--- config.mk ---
export PLATFORM = sky130hd
export DESIGN_NAME = ram_sdp_clr
export DESIGN_NICKNAME = d
export VERILOG_FILES = /design/src/rtl/ram_pkg.sv /design/src/rtl/ram_clr_fsm.sv /design/src/rtl/ram_sdp_clr.sv
export SDC_FILE = /design/constraint.sdc
export NUM_CORES = 1
export LEC_CHECK = 0
export BUFFER_PORTS_ARGS = -buffer_cell sky130_fd_sc_hd__buf_2
export CORE_ASPECT_RATIO = 0.6
export CORE_MARGIN = 2
export CORE_UTILIZATION = 50
export DETAILED_ROUTE_END_ITERATION = 12
export PLACE_DENSITY = 0.68
export SLEW_MARGIN = 30
export SYNTH_ARGS = -nofsm -noshare
export SYNTH_HDL_FRONTEND = slang
export SYNTH_SLANG_ARGS = --single-unit
--- constraint.sdc ---
create_clock -name clk -period 3.2 [get_ports clk]
set_clock_uncertainty 0.15 [all_clocks]
set_input_delay 0.16 -clock clk [delete_from_list [all_inputs] [get_ports clk]]
set_output_delay 0.16 -clock clk [all_outputs]
set_load 0.005 [all_outputs]
--- src/rtl/ram_pkg.sv ---
// Shared definitions for the clear-capable simple-dual-port RAM.
//   state_e  : clear engine states (ST_CLEAR fills the array, ST_RUN serves ports)
//   RDW_OLD  : same-address read during write returns the pre-write word
//   RDW_NEW  : same-address read during write returns the newly written bytes
package ram_pkg;

  typedef enum logic {
    ST_CLEAR = 1'b0,
    ST_RUN   = 1'b1
  } state_e;

  localparam int RDW_OLD = 0;
  localparam int RDW_NEW = 1;

endpackage

--- src/rtl/ram_clr_fsm.sv ---
// Clear engine for ram_sdp_clr. It sweeps every address once after reset or
// on request, then hands the ports back to the user.
//   clk, rst_n : clock, asynchronous active-high reset
//   clr_req    : one-cycle clear request, honoured only in ST_RUN
//   ready      : 1 while in ST_RUN (user ports enabled)
//   clr_done   : one-cycle pulse on the cycle after the last clear write
//   clr_we     : clear write strobe for the array
//   clr_addr   : clear write address
module ram_clr_fsm
  import ram_pkg::*;
#(
  parameter int AW = 3
) (
  input  logic          clk,
  input  logic          rst_n,
  input  logic          clr_req,
  output logic          ready,
  output logic          clr_done,
  output logic          clr_we,
  output logic [AW-1:0] clr_addr
);

  localparam logic [AW-1:0] LAST = '1;

  state_e        state_q, state_d;
  logic [AW-1:0] cnt_q, cnt_d;
  logic          done_q, done_d;

  always_comb begin
    state_d = state_q;
    cnt_d   = cnt_q;
    done_d  = 1'b0;
    case (state_q)
      ST_CLEAR: begin
        // Counter wraps to 0 after the last word, ready for the next clear.
        cnt_d = cnt_q + 1'b1;
        if (cnt_q == LAST) begin
          state_d = ST_RUN;
          done_d  = 1'b1;
        end
      end
      ST_RUN: begin
        if (clr_req) begin
          state_d = ST_CLEAR;
          cnt_d   = '0;
        end
      end
      default: begin
        state_d = ST_CLEAR;
        cnt_d   = '0;
      end
    endcase
  end

  always_ff @(posedge clk or posedge rst_n) begin
    if (rst_n) begin
      state_q <= ST_CLEAR;
      cnt_q   <= '0;
      done_q  <= 1'b0;
    end else begin
      state_q <= state_d;
      cnt_q   <= cnt_d;
      done_q  <= done_d;
    end
  end

  assign ready    = (state_q == ST_RUN);
  assign clr_we   = (state_q == ST_CLEAR);
  assign clr_addr = cnt_q;
  assign clr_done = done_q;

endmodule

--- src/rtl/ram_sdp_clr.sv ---
// Simple-dual-port synchronous RAM with byte enables, 1- or 2-cycle read
// latency, selectable read-during-write policy and a built-in clear engine.
//   clk, rst_n          : clock, asynchronous active-high reset
//   clr_req             : request a full clear (ignored while clearing)
//   ready, clr_done     : port-enable status and end-of-clear pulse
//   wr_en/addr/be/data  : write port, accepted when wr_en & ready
//   rd_en/addr          : read port, accepted when rd_en & ready
//   rd_valid, rd_data   : read result, RD_LAT cycles after acceptance;
//                         rd_data holds while rd_valid is low
module ram_sdp_clr
  import ram_pkg::*;
#(
  parameter int            DW       = 16,
  parameter int            AW       = 3,
  parameter int            RD_LAT   = 1,
  parameter int            RDW_MODE = 0,
  parameter logic [DW-1:0] INIT_VAL = '0
) (
  input  logic            clk,
  input  logic            rst_n,
  input  logic            clr_req,
  output logic            ready,
  output logic            clr_done,
  input  logic            wr_en,
  input  logic [AW-1:0]   wr_addr,
  input  logic [DW/8-1:0] wr_be,
  input  logic [DW-1:0]   wr_data,
  input  logic            rd_en,
  input  logic [AW-1:0]   rd_addr,
  output logic            rd_valid,
  output logic [DW-1:0]   rd_data
);

  localparam int NBE   = DW / 8;
  localparam int DEPTH = 1 << AW;

  if ((DW % 8) != 0 || (RD_LAT != 1 && RD_LAT != 2) ||
      (RDW_MODE != RDW_OLD && RDW_MODE != RDW_NEW)) begin : g_param_chk
    $error("ram_sdp_clr: DW must be a multiple of 8, RD_LAT 1 or 2, RDW_MODE 0 or 1");
  end

  logic          clr_we;
  logic [AW-1:0] clr_addr;

  ram_clr_fsm #(.AW(AW)) u_fsm (
    .clk      (clk),
    .rst_n    (rst_n),
    .clr_req  (clr_req),
    .ready    (ready),
    .clr_done (clr_done),
    .clr_we   (clr_we),
    .clr_addr (clr_addr)
  );

  logic wr_acc, rd_acc;
  assign wr_acc = wr_en & ready;
  assign rd_acc = rd_en & ready;

  // Write-port mux: the clear engine owns the port whenever ready is low,
  // so it never competes with an accepted user write.
  logic                     mem_we;
  logic [AW-1:0]            mem_addr;
  logic [NBE-1:0]           mem_be;
  logic [NBE-1:0][7:0]      mem_wdata;

  always_comb begin
    mem_we    = wr_acc;
    mem_addr  = wr_addr;
    mem_be    = wr_be;
    mem_wdata = wr_data;
    if (clr_we) begin
      mem_we    = 1'b1;
      mem_addr  = clr_addr;
      mem_be    = '1;
      mem_wdata = INIT_VAL;
    end
  end

  logic [NBE-1:0][7:0] mem_q [DEPTH];

  always_ff @(posedge clk) begin
    for (int i = 0; i < NBE; i++) begin
      if (mem_we && mem_be[i]) mem_q[mem_addr][i] <= mem_wdata[i];
    end
  end

  // Array is sampled combinationally before the accepting edge, which
  // naturally yields the old word; write-first mode patches in the
  // enabled bytes of a same-address accepted write.
  logic [NBE-1:0][7:0] rd_old, rd_word, wr_bytes;
  logic                hit;

  assign rd_old   = mem_q[rd_addr];
  assign wr_bytes = wr_data;
  assign hit      = (RDW_MODE == RDW_NEW) && wr_acc && (wr_addr == rd_addr);

  always_comb begin
    rd_word = rd_old;
    for (int i = 0; i < NBE; i++) begin
      if (hit && wr_be[i]) rd_word[i] = wr_bytes[i];
    end
  end

  // Read pipeline: each stage captures only when a valid token arrives so
  // the output holds its last value between reads.
  logic [RD_LAT:1]         vld_pipe_q, vld_pipe_d;
  logic [RD_LAT:1][DW-1:0] dat_q, dat_d;

  always_comb begin
    vld_pipe_d    = vld_pipe_q;
    dat_d         = dat_q;
    vld_pipe_d[1] = rd_acc;
    if (rd_acc) dat_d[1] = rd_word;
    for (int k = 2; k <= RD_LAT; k++) begin
      vld_pipe_d[k] = vld_pipe_q[k-1];
      if (vld_pipe_q[k-1]) dat_d[k] = dat_q[k-1];
    end
  end

  always_ff @(posedge clk or posedge rst_n) begin
    if (rst_n) begin
      vld_pipe_q <= '0;
      dat_q      <= '0;
    end else begin
      vld_pipe_q <= vld_pipe_d;
      dat_q      <= dat_d;
    end
  end

  assign rd_valid = vld_pipe_q[RD_LAT];
  assign rd_data  = dat_q[RD_LAT];

endmodule

==> metrics <==
status finished, final reports clean; initial core utilization 0.5096; ratio of cells with drive above 1 in the final layout 0.2692; Post-Syn Area 6127 um^2; DP Cell Count between 500 and 600; Finish-stage setup viols 0; startpoint types register; Layout Cells excl Fill between 600 and 700; RSZ-0062 raised after global routing false; maximum VDD drop between 0.5 and 0.6 mV; via count about 3,400; largest net degree at the start of global routing between 60 and 70; Max-slew headroom 0.4860; Core Rows 31; average cell area after synthesis 16.30 um^2; Core Region around 12,000 um^2; via/cell ratio about 5.6; Root Driver clkbuf_16; critical path required time 3.10 ns; Sink Count 150; die outline area 13,180 um^2; Die Height between 80 and 90 um; die span in x between 100 and 150 um; Synth Warn # 0; Post-DP HPWL around 8600 um; # H-tree levels 4; post-synthesis instance total roughly 380; clock-pin slew on the worst setup and hold paths 0.05 ns; Final Slew Violations 0; largest family of logic cells by synthesized area multiplexers; routability cong. between 0.8 and 0.9; number of primary I/O pins between 40 and 50; Syn Nets between 400 and 500; clk_lat worst skew around 0.42 ns; first-pass GRT wire length slightly below 20,000 um; drc violations 0; deepest clock path buffer count 2; All-Layer GR Usage 0.2053; XOR/XNOR Fraction of Synth Area 0; leakage 2.724 nW; register area share after synthesis 0.7172; Synth cell types 33; worst endpoint data arrival time 2.07 ns; complex-gate fraction of the synthesized area 0.08515; fin crit period roughly 2.2 ns; Max Clk Rate 461.1 MHz; DRT antenna net count 0; Final Hold Fails 0; post-synthesis mux area share 0.1111; IO Port Bufs 47; CTS tree done; Synth Area in Simple Gates 0.05289; kind of critical path register to register; initial antenna violation count 0; power per cell area around 970 nW/um^2; commonest non-fill, non-tap cell in the layout edfxtp_1; WL/cell 21.09 um; area grow syn2layout 16.01%; Nets 460; Synth Area in Adders 0.004084; post-synthesis register bit count 150; drt first pass iters 6; Final period util 0.6777; Inserted Clock Buffers 17; Slew @ Worst Pin 0.7681 ns; Post-Route WL between 10,000 and 15,000 um; maximum fanout along the worst path 17; vias in the first global route 3,149; ANT cells 0; first-iteration detailed-routing DRC count roughly 420; Worst setup EP type register; setup TNS 0 ns; Max Cap Viol 0; grt ovf 0; Hold WC Path Type primary input to register; most frequent cells in the layout edfxtp_1 (128), buf_2 (47), mux2i_1 (32)
cells in the mapped netlist (all sizes together):
library cell  count  area share
a21o              1      0.0012
a21oi             9      0.0074
a22o             16       0.023
a31oi             2      0.0020
a32oi             1      0.0014
and2             16       0.016
and3              2      0.0020
and3b             1      0.0014
buf              11       0.019
clkbuf            9      0.0057
dfrtp            22       0.090
edfxtp          128        0.63
ha                2      0.0041
inv               8      0.0049
mux2             32       0.059
mux2i            32       0.052
nand2            20       0.012
nand2b            1      0.0010
nand3             1     0.00082
nor2             21       0.013
nor2b             4      0.0041
nor3              1     0.00082
nor3b             1      0.0012
o21ai             1     0.00082
o22ai            18       0.018
o31ai            16       0.031
layout make-up:
| cell class | instances | area [um^2] |
|---|---|---|
| Fill cell | 949 | 4916 |
| Clock buffer | 21 | 440.4 |
| Timing Repair Buffer | 54 | 305.3 |
| Tap cell | 165 | 206.4 |
| Multi-Input combinational cell | 198 | 1551 |
| Clock inverter | 11 | 180.2 |
| Sequential cell | 150 | 4394 |
| Inverter | 8 | 30.03 |
critical path: stages, from the launching register on:
cell and delay (ns):
dfrtp_1 0.60, and3_1 0.32, a21oi_1 0.12, nor2_1 0.61
routing by layer:
layer | global-route usage | part of all wire
met1 | 0.3514 | 0.51
met2 | 0.2449 | 0.38
met3 | 0.05736 | 0.10
met4 | 0.06250 | 0.012
met5 | 0 | 0
state kept, by name (all words and copies together), names as in the netlist:
signal and flops:
u_fsm.clr_done 1, u_fsm.ready 1, rd_valid 1, mem_q 128
rd_data 16, u_fsm.clr_addr 3
cells by family (layout without fill, tap and decap cells):
group	count (synthesis)	after routing
flip-flops	150	150
AO/OA/AOI/OAI	64	64
buffers and inverters	28	94
multiplexers	64	64
AND/OR/NAND/NOR	68	68
adder cells (fa/ha/maj)	2	2
what timing repair did:
action                     4_1_cts  5_1_grt
hold endpoints to repair        26        0
gates resized for setup          0        0
hold buffers                     2        0
setup endpoints to repair        0        0
buffers inserted                 0        0
stage by stage:
step	power, W	hold WS (ns)	setup WS, ns	cell area [um^2]	util
final	0.006863	0.1323	1.031	7108	0.5912
after CTS	0.006897	0.1244	1.029	7108	0.5912
after floorplan	0.004225	-0.0007741	1.372	6127	-
after global routing	0.007197	0.1570	0.8346	7108	0.5912
after global placement	0.004725	0.2232	1.141	6467	0.5379
after detailed placement	0.004789	0.1100	1.048	6467	0.5379
power by group:
part | switching [W] | internal, W | total [W]
Combinational | 0.00100 | 0.000517 | 0.00152
Sequential | 0.000225 | 0.00302 | 0.00324
Clock | 0.000729 | 0.00137 | 0.00210
Total | 0.00196 | 0.00491 | 0.00686
final timing paths:
| kind | start | endpoint | slack (ns) | cells past startpoint |
|---|---|---|---|---|
| setup / recovery | u_fsm.ready | mem_q[0][6] | 1.03 | 3 |
| hold / removal | rd_en | rd_valid | 0.13 | 4 |
| setup reg to reg | u_fsm.ready | mem_q[0][6] | 1.03 | 3 |
| hold reg to reg | rd_data[15] | rd_data[15] | 0.32 | 2 |
| max in group asynchronous | rst_n | u_fsm.clr_addr[2] | 2.32 | 3 |
| min in group asynchronous | rst_n | rd_data[14] | 0.19 | 3 |
No activity file was read; power rests on OpenSTA's default activity.
